[src/rtl/ps2_host_tx.sv]
// PS/2 host-to-device command transmitter: clock inhibit, request-to-send,
// 8 data bits + odd parity + stop driven on device clock falls, ACK check.
module ps2_host_tx #(
    parameter int INHIBIT_CYCLES = 5000,
    parameter int TIMEOUT_CYCLES = 1000000
) (
    input  logic       clk,
    input  logic       clrn,
    input  logic       wrn,
    input  logic [7:0] din,
    input  logic       ps2_clk_in,
    input  logic       ps2_data_in,
    output logic       ps2_clk_oe,
    output logic       ps2_data_oe,
    output logic       busy,
    output logic       done,
    output logic       err
);
    localparam int IW = $clog2(INHIBIT_CYCLES + 1);
    localparam int TW = $clog2(TIMEOUT_CYCLES + 1);
    // INHIBIT lasts one cycle less than the clock hold; the REQ cycle completes it
    localparam logic [IW-1:0] INH_LAST = IW'(INHIBIT_CYCLES - 2);
    localparam logic [TW-1:0] TO_LAST  = TW'(TIMEOUT_CYCLES - 1);

    typedef enum logic [2:0] {IDLE, INHIBIT, REQ, BITS, ACK, WAIT_IDLE} state_t;

    state_t        state;
    logic [1:0]    clk_sync, data_sync;
    logic          clk_prev, wrn_q;
    logic [IW-1:0] inh_cnt;
    logic [TW-1:0] to_cnt;
    logic [3:0]    bit_cnt;
    logic [7:0]    shreg;
    logic          parity, ack_ok;
    logic          fall, timed_out, watching;

    assign fall      = clk_prev & ~clk_sync[1];
    assign timed_out = (to_cnt == TO_LAST);
    assign watching  = (state == BITS) || (state == ACK) || (state == WAIT_IDLE);

    always_ff @(posedge clk or negedge clrn) begin
        if (!clrn) begin
            clk_sync  <= 2'b11;
            data_sync <= 2'b11;
            clk_prev  <= 1'b1;
            wrn_q     <= 1'b1;
        end else begin
            clk_sync  <= {clk_sync[0], ps2_clk_in};
            data_sync <= {data_sync[0], ps2_data_in};
            clk_prev  <= clk_sync[1];
            wrn_q     <= wrn;
        end
    end

    always_ff @(posedge clk or negedge clrn) begin
        if (!clrn) begin
            state       <= IDLE;
            ps2_clk_oe  <= 1'b0;
            ps2_data_oe <= 1'b0;
            busy        <= 1'b0;
            done        <= 1'b0;
            err         <= 1'b0;
            inh_cnt     <= '0;
            to_cnt      <= '0;
            bit_cnt     <= '0;
            shreg       <= '0;
            parity      <= 1'b0;
            ack_ok      <= 1'b0;
        end else begin
            done <= 1'b0;
            err  <= 1'b0;
            if (watching)
                to_cnt <= fall ? '0 : to_cnt + TW'(1);
            case (state)
                IDLE: begin
                    // falling edge of wrn only, so a held strobe sends once
                    if (!wrn && wrn_q) begin
                        shreg      <= din;
                        parity     <= ~^din;
                        bit_cnt    <= '0;
                        inh_cnt    <= '0;
                        ps2_clk_oe <= 1'b1;
                        busy       <= 1'b1;
                        state      <= INHIBIT;
                    end
                end
                INHIBIT: begin
                    if (inh_cnt == INH_LAST) begin
                        ps2_data_oe <= 1'b1;
                        state       <= REQ;
                    end else begin
                        inh_cnt <= inh_cnt + IW'(1);
                    end
                end
                REQ: begin
                    ps2_clk_oe <= 1'b0;
                    to_cnt     <= '0;
                    state      <= BITS;
                end
                BITS: begin
                    if (fall) begin
                        bit_cnt <= bit_cnt + 4'd1;
                        if (bit_cnt < 4'd8) begin
                            ps2_data_oe <= ~shreg[0];
                            shreg       <= shreg >> 1;
                        end else if (bit_cnt == 4'd8) begin
                            ps2_data_oe <= ~parity;
                        end else begin
                            ps2_data_oe <= 1'b0;
                            state       <= ACK;
                        end
                    end
                end
                ACK: begin
                    if (fall) begin
                        ack_ok <= ~data_sync[1];
                        state  <= WAIT_IDLE;
                    end
                end
                WAIT_IDLE: begin
                    if (clk_sync[1] && data_sync[1]) begin
                        done  <= ack_ok;
                        err   <= ~ack_ok;
                        busy  <= 1'b0;
                        state <= IDLE;
                    end
                end
                default: state <= IDLE;
            endcase
            if (watching && !fall && timed_out) begin
                state       <= IDLE;
                ps2_clk_oe  <= 1'b0;
                ps2_data_oe <= 1'b0;
                busy        <= 1'b0;
                done        <= 1'b0;
                err         <= 1'b1;
            end
        end
    end
endmodule
[config.mk]
export PLATFORM = sky130hd
export DESIGN_NAME = ps2_host_tx
export DESIGN_NICKNAME = d
export VERILOG_FILES = /design/src/rtl/ps2_host_tx.sv
export SDC_FILE = /design/constraint.sdc
export NUM_CORES = 1
export LEC_CHECK = 0
export CAP_MARGIN = 20
export CORE_UTILIZATION = 55
export CTS_CLUSTER_SIZE = 16
export DETAILED_ROUTE_END_ITERATION = 10
export HOLD_SLACK_MARGIN = 0.03
export PLACE_DENSITY = 0.73
export REMOVE_ABC_BUFFERS = 1
export SYNTH_ARGS = -nofsm -noshare
export SYNTH_HDL_FRONTEND = slang
export SYNTH_SLANG_ARGS = --single-unit
[constraint.sdc]
create_clock -name clk -period 4.35 [get_ports clk]
set_input_delay 0.435 -clock clk [delete_from_list [all_inputs] [get_ports clk]]
set_output_delay 0.435 -clock clk [all_outputs]
set_load 0.01 [all_outputs]
==> results of run 1 <==
[per-stage QoR]
step	std cells	setup slack [ns]	cell area [sq um]
finish	431	1.56	3620
global route	431	1.33	3620
CTS	431	1.58	3620
detailed placement	415	1.59	3400
global placement	415	1.68	3400
floorplan	324	2.19	3130
[sequential cells by signal, summed over array words and instances (netlist names), 2 cells and up]
| register | flops |
|---|---|
| bit_cnt | 4 |
| clk_sync | 2 |
| data_sync | 2 |
| inh_cnt | 13 |
| shreg | 8 |
| state | 3 |
| to_cnt | 20 |
[worst max-delay path by stage]
stage | slack [ns] | endpoint | cells past startpoint | from
final | 1.56 | err | 5 | state[0]
after global routing | 1.33 | err | 5 | state[0]
after CTS | 1.58 | err | 5 | state[0]
after detailed placement | 1.59 | ps2_clk_oe | 5 | state[0]
after global placement | 1.68 | bit_cnt[0] | 5 | wrn
after floorplan | 2.19 | err | 5 | state[0]
[cells in the mapped netlist, types with 2 or more instances]
library cell / count / area share (%)
a211oi_1: 2 / 0.47
buf_4: 2 / 0.47
nor2_1: 35 / 4.1
o31ai_1: 4 / 0.94
mux2_2: 2 / 0.71
nand2b_1: 5 / 0.98
nand3_1: 12 / 1.9
o21ai_0: 34 / 5.3
inv_1: 9 / 1.1
and3_1: 4 / 0.78
xnor2_1: 14 / 3.8
ha_1: 5 / 2.0
or3_1: 4 / 0.78
nor4_1: 2 / 0.39
nand2_1: 40 / 4.7
a31oi_1: 12 / 2.4
a21oi_1: 13 / 2.0
a22o_1: 2 / 0.55
clkbuf_1: 8 / 0.94
o21a_1: 4 / 0.94
nand4_1: 8 / 1.6
dfstp_2: 6 / 4.9
xor2_1: 4 / 1.1
buf_2: 4 / 0.63
and4_1: 3 / 0.82
nor3_1: 4 / 0.63
o41ai_1: 3 / 0.82
dfrtp_1: 55 / 43
nor2b_1: 5 / 0.98
nor4_4: 2 / 1.3
[power by group through the flow]
stage                     clock network [mW]  logic (mW)  registers, mW
final                                  0.565      0.0421          0.574
after global routing                   0.601      0.0472          0.574
after CTS                              0.579      0.0433          0.574
after detailed placement                   0      0.0428          0.584
after global placement                     0      0.0425          0.584
after floorplan                            0      0.0152          0.584
[metal layers]
| metal | global-route usage (%) | vias up |
|---|---|---|
| li1 | - | 1248 |
| met1 | 32.4 | 1218 |
| met2 | 33.6 | 54 |
| met3 | 6.98 | 4 |
| met4 | 9.07 | 0 |
| met5 | 0 | - |
[worst max-delay path, delay by kind of cell (launching register included)]
family | cells | cell delay, ns
compound gates | 2 | 0.77
simple gates | 3 | 1.23
flops | 1 | 0.71
[cell families (layout without fill, tap and decap cells)]
logic type | Yosys count | count (layout) | synth area share [%]
AND/OR/NAND/NOR | 139 | 139 | 23.2
AO/OA/AOI/OAI | 89 | 89 | 17.6
flip-flops | 61 | 61 | 48.0
buffers and inverters | 24 | 44 | 3.21
XOR/XNOR | 18 | 18 | 4.94
adder cells (fa/ha/maj) | 5 | 5 | 1.96
multiplexers | 3 | 3 | 1.02
[cell type report]
class	instances	area, sq um
inverter	9	33.8
timing repair buffer	19	180
fill	457	1920
multi-input combinational	254	1560
clock inverter	4	70.1
tap	72	90.1
clock buffer	12	155
sequential	61	1530
==> results.json, run 1 <==
{
  "finalMaxSlewViolations": 0,
  "num-nets-final": 372,
  "outcome": "complete, no violations",
  "path_cells": "nand3b_1 > a21oi_4 > nand2_1 > nor4_4 > o21bai_1",
  "hold_slack_ns": 0.244,
  "cts_inserted_buffers": 9,
  "tritoncts": "done",
  "p_sw_share_pct": 20.2,
  "core_area_sq_mm": 0.00554,
  "regToRegSetupSlack_ns": 1.56,
  "cp_max_fo": 19,
  "worst_setup_path_start_kind": "flip-flop",
  "synth_edf_count": 0,
  "finalHoldViolCount": 0,
  "cp.arrival_ns": 3.05,
  "rr_startpoint": "state[0]",
  "cts_max_path_buffers": 2,
  "cts_resized": 0,
  "finalPower_mw": 1.18,
  "max_stage_delay_ns": 0.71,
  "clockRootBuffer": "clkbuf_8",
  "cts-hold-fix-buffers": 0,
  "required_ns": 4.61,
  "cap_violations": 0,
  "synthToLayoutAreaGrowth_pct": 13.4,
  "drive_above_1_share_pct": 11.1,
  "top_layer": "met4",
  "final_util_pct": 65.4,
  "yosysWarnings": 0,
  "drt_iter0_markers": 166,
  "gp_routability_congestion": 0.827,
  "drc": 0,
  "setup_viol": 0,
  "cts_setup_buffers": 0,
  "grt_first_pass_wirelength_mm": 11.0,
  "via_per_inst": 5.86,
  "port-buffer-count": 17,
  "p_comb_share_pct": 3.6,
  "ant_nets": 0,
  "ys_ff_latch": 61,
  "wl_met2_mm": 2.88,
  "peakVddDrop_mv": 0.269,
  "num_rows": 27,
  "syn_avg_cell_area_sq_um": 9.42,
  "grt_pass1_vias": 2333,
  "die_width_um": 78.2,
  "power.switching_mw": 0.238,
  "wirelength_met1_mm": 3.15,
  "power_density_mw_per_mm2": 326,
  "clk_pin_slew_worst_paths_ns": 0.07,
  "post_drt_wl_per_cell_um": 14.7,
  "hpwlAfterDp_mm": 4.20,
  "worstSetupEndpointType": "flip-flop",
  "setup_tns_ns": 0,
  "clock_power_share_pct": 47.8,
  "crit_type": "flip-flop to flip-flop",
  "final_common_cell": "dfrtp_1",
  "leakagePower_nw": 1.48,
  "syn_area_sq_mm": 0.00319,
  "ys.flop_type": "dfrtp_1",
  "rsz0062_at_grt": "no",
  "synth_cell_type_count": 62,
  "ioPinCount": 18,
  "hold_class": "primary input to async pin",
  "r2r-end": "err",
  "antenna_found_initial": 0,
  "start_util_pct": 57.7,
  "post-route-period-util_pct": 64.2,
  "wl_mm": 6.35,
  "clk_latency_ns": 0.33,
  "gr-total-overflow": 0,
  "finClkSkew_ns": 0.00774,
  "antenna_cells": 0,
  "die_h_um": 78.2,
  "first_pass_iters": 5,
  "netlist_instances": 339,
  "maxSlewHeadroom_pct": 32.4,
  "timing.fmax_ghz": 0.358,
  "die_area_sq_mm": 0.00612,
  "grt_max_degree": 62,
  "p_int_mw": 0.943,
  "htree_levels": 3,
  "cts_sinks": 61,
  "seqPwrFrac_pct": 48.6,
  "async_reset_ff_share_pct": 100,
  "met3WireLength_um": 259,
  "period_minus_slack_ns": 2.79,
  "slowest_stage": "dfrtp_1",
  "reg2reg_depth": 5,
  "worst_slew_pin_slew_ns": 1.01,
  "vias": 2524,
  "ys_seq_area_share_pct": 48.0,
  "gr-usage-all-layers_pct": 23.2,
  "final_cell_mix": "dfrtp_1 (55), nand2_1 (40), nor2_1 (35), o21ai_0 (34), clkdlybuf4s50_1 (16)"
}
No activity file was read; power rests on OpenSTA's default activity.
==> run 2: changes to the inputs <==
clock period = 2.7 ns   (was 4.35 ns; I/O delays follow)
==> results.json, run 2 (synthesized netlist as in run 1, its figures left out) <==
{
  "grt_max_degree": 33,
  "tritoncts": "done",
  "period_minus_slack_ns": 2.06,
  "clockRootBuffer": "clkbuf_8",
  "num_rows": 27,
  "num-nets-final": 378,
  "drt_iter0_markers": 192,
  "cts_max_path_buffers": 2,
  "antenna_cells": 0,
  "finalNonFillerCells": 437,
  "start_util_pct": 57.7,
  "cap_violations": 0,
  "gr-usage-all-layers_pct": 23.9,
  "regToRegSetupSlack_ns": 0.64,
  "first_pass_iters": 5,
  "post-route-period-util_pct": 76.2,
  "cp_max_fo": 18,
  "grt_pass1_vias": 2408,
  "cts-hold-fix-buffers": 1,
  "cts_setup_buffers": 0,
  "die_h_um": 78.2,
  "fill_cells": 447,
  "finalHoldViolCount": 0,
  "core_area_sq_mm": 0.00554,
  "post_dp_cell_area_sq_mm": 0.00344,
  "seq_area_sq_mm": 0.00153,
  "drive_above_1_share_pct": 12.6,
  "rsz0062_at_grt": "no",
  "vias": 2582,
  "via_per_inst": 5.91,
  "finClkSkew_ns": 0.00553,
  "ioPinCount": 18,
  "worstSetupEndpointType": "flip-flop",
  "gp_routability_congestion": 0.760,
  "top_register": "to_cnt",
  "peakVddDrop_mv": 0.393,
  "maxSlewHeadroom_pct": 52.1,
  "worst_slew_pin_slew_ns": 0.719,
  "cp.arrival_ns": 2.28,
  "worst_setup_path_start_kind": "flip-flop",
  "antenna_found_initial": 0,
  "largest_reg_flops": 20,
  "power_density_mw_per_mm2": 489,
  "port-buffer-count": 17,
  "worstHoldEndpoint": "data_sync[0]",
  "hpwlAfterDp_mm": 4.46,
  "drc": 0,
  "gr-total-overflow": 0,
  "synthToLayoutAreaGrowth_pct": 14.3,
  "multi_input_area_sq_mm": 0.00156,
  "crit_type": "flip-flop to flip-flop",
  "ant_nets": 0,
  "clk_pin_slew_worst_paths_ns": 0.07,
  "die_area_sq_mm": 0.00612,
  "htree_levels": 3,
  "setup_tns_ns": 0,
  "finalMaxSlewViolations": 0,
  "hold_depth": 1,
  "setup_viol": 0,
  "hold_start": "ps2_data_in",
  "top_regs": "to_cnt (20), inh_cnt (13), shreg (8)",
  "wl_mm": 6.38,
  "grt-busiest-layer": "met2",
  "reg2reg_depth": 5,
  "leakagePower_nw": 1.50,
  "dp_cells": 419,
  "stdcell_area_sq_mm": 0.00365,
  "startpoint": "state[2]",
  "cts_resized": 0,
  "post_drt_wl_per_cell_um": 14.6,
  "gr-usage-met3_pct": 9.30,
  "outcome": "complete, no violations",
  "grt_first_pass_wirelength_mm": 11.2,
  "gr-usage-met1_pct": 31.7,
  "timing.fmax_ghz": 0.486,
  "clk_latency_ns": 0.34,
  "cts_inserted_buffers": 9,
  "die_width_um": 78.2,
  "final_common_cell": "dfrtp_1",
  "final_cell_mix": "dfrtp_1 (55), nand2_1 (40), nor2_1 (35), o21ai_0 (34), clkdlybuf4s50_1 (16)",
  "cts_sinks": 61,
  "met2_usage_pct": 36.6,
  "hold_class": "primary input to flip-flop",
  "rr_startpoint": "state[2]",
  "r2r-end": "to_cnt[3]",
  "required_ns": 2.92
}
## run 2: cell count changes in the layout (fill, tap and decap cells not counted), sizes merged
cell,change
buf,+5
bufinv,-2
clkbuf,+1
clkinvlp,+1
dlygate4sd3,+1
## run 2: cell type report
| cell class | instances | area share [%] |
|---|---|---|
| multi-input combinational | 254 | 42.7 |
| sequential | 61 | 42.0 |
| timing repair buffer | 25 | 6.58 |
| clock buffer | 13 | 4.90 |
| tap | 72 | 2.47 |
| inverter | 9 | 0.925 |
| clock inverter | 3 | 0.480 |
## run 2: worst max-delay path by stage
stage / depth (start not counted) / end
detailed placement: 6 / shreg[7]
global placement: 6 / shreg[7]
floorplan: 5 / err
finish: 5 / to_cnt[3]
global route: 5 / to_cnt[2]
CTS: 5 / to_cnt[4]
## run 2: critical path, cell delays in order (launching register included)
cell and delay [ns]:
dfrtp_1 0.61, and3b_1 0.34, o21ai_2 0.61, nor2_1 0.10, o21ai_0 0.18, o21ai_0 0.10
## run 2: routing by layer
metal  vias up  wire length [um]
met5         -                 0
met4         0                72
met3         7               260
met2        54              2970
met1      1257              3070
li1       1264                 -
## run 2: power by group
part | internal [mW] | switching, mW
Combinational | 0.0328 | 0.0372
Clock | 0.430 | 0.360
Sequential | 0.922 | 0.00262
## run 2: stage by stage
step | total power [mW] | util [%] | setup WS [ns] | hold WS [ns]
finish | 1.78 | 65.9 | 0.642 | 0.330
global route | 1.85 | 65.9 | 0.426 | 0.308
CTS | 1.81 | 65.8 | 0.620 | 0.319
detailed placement | 1.01 | 62.1 | 0.544 | 0.341
global placement | 1.01 | 62.1 | 0.592 | 0.341
floorplan | 0.965 | - | 0.538 | -0.0256
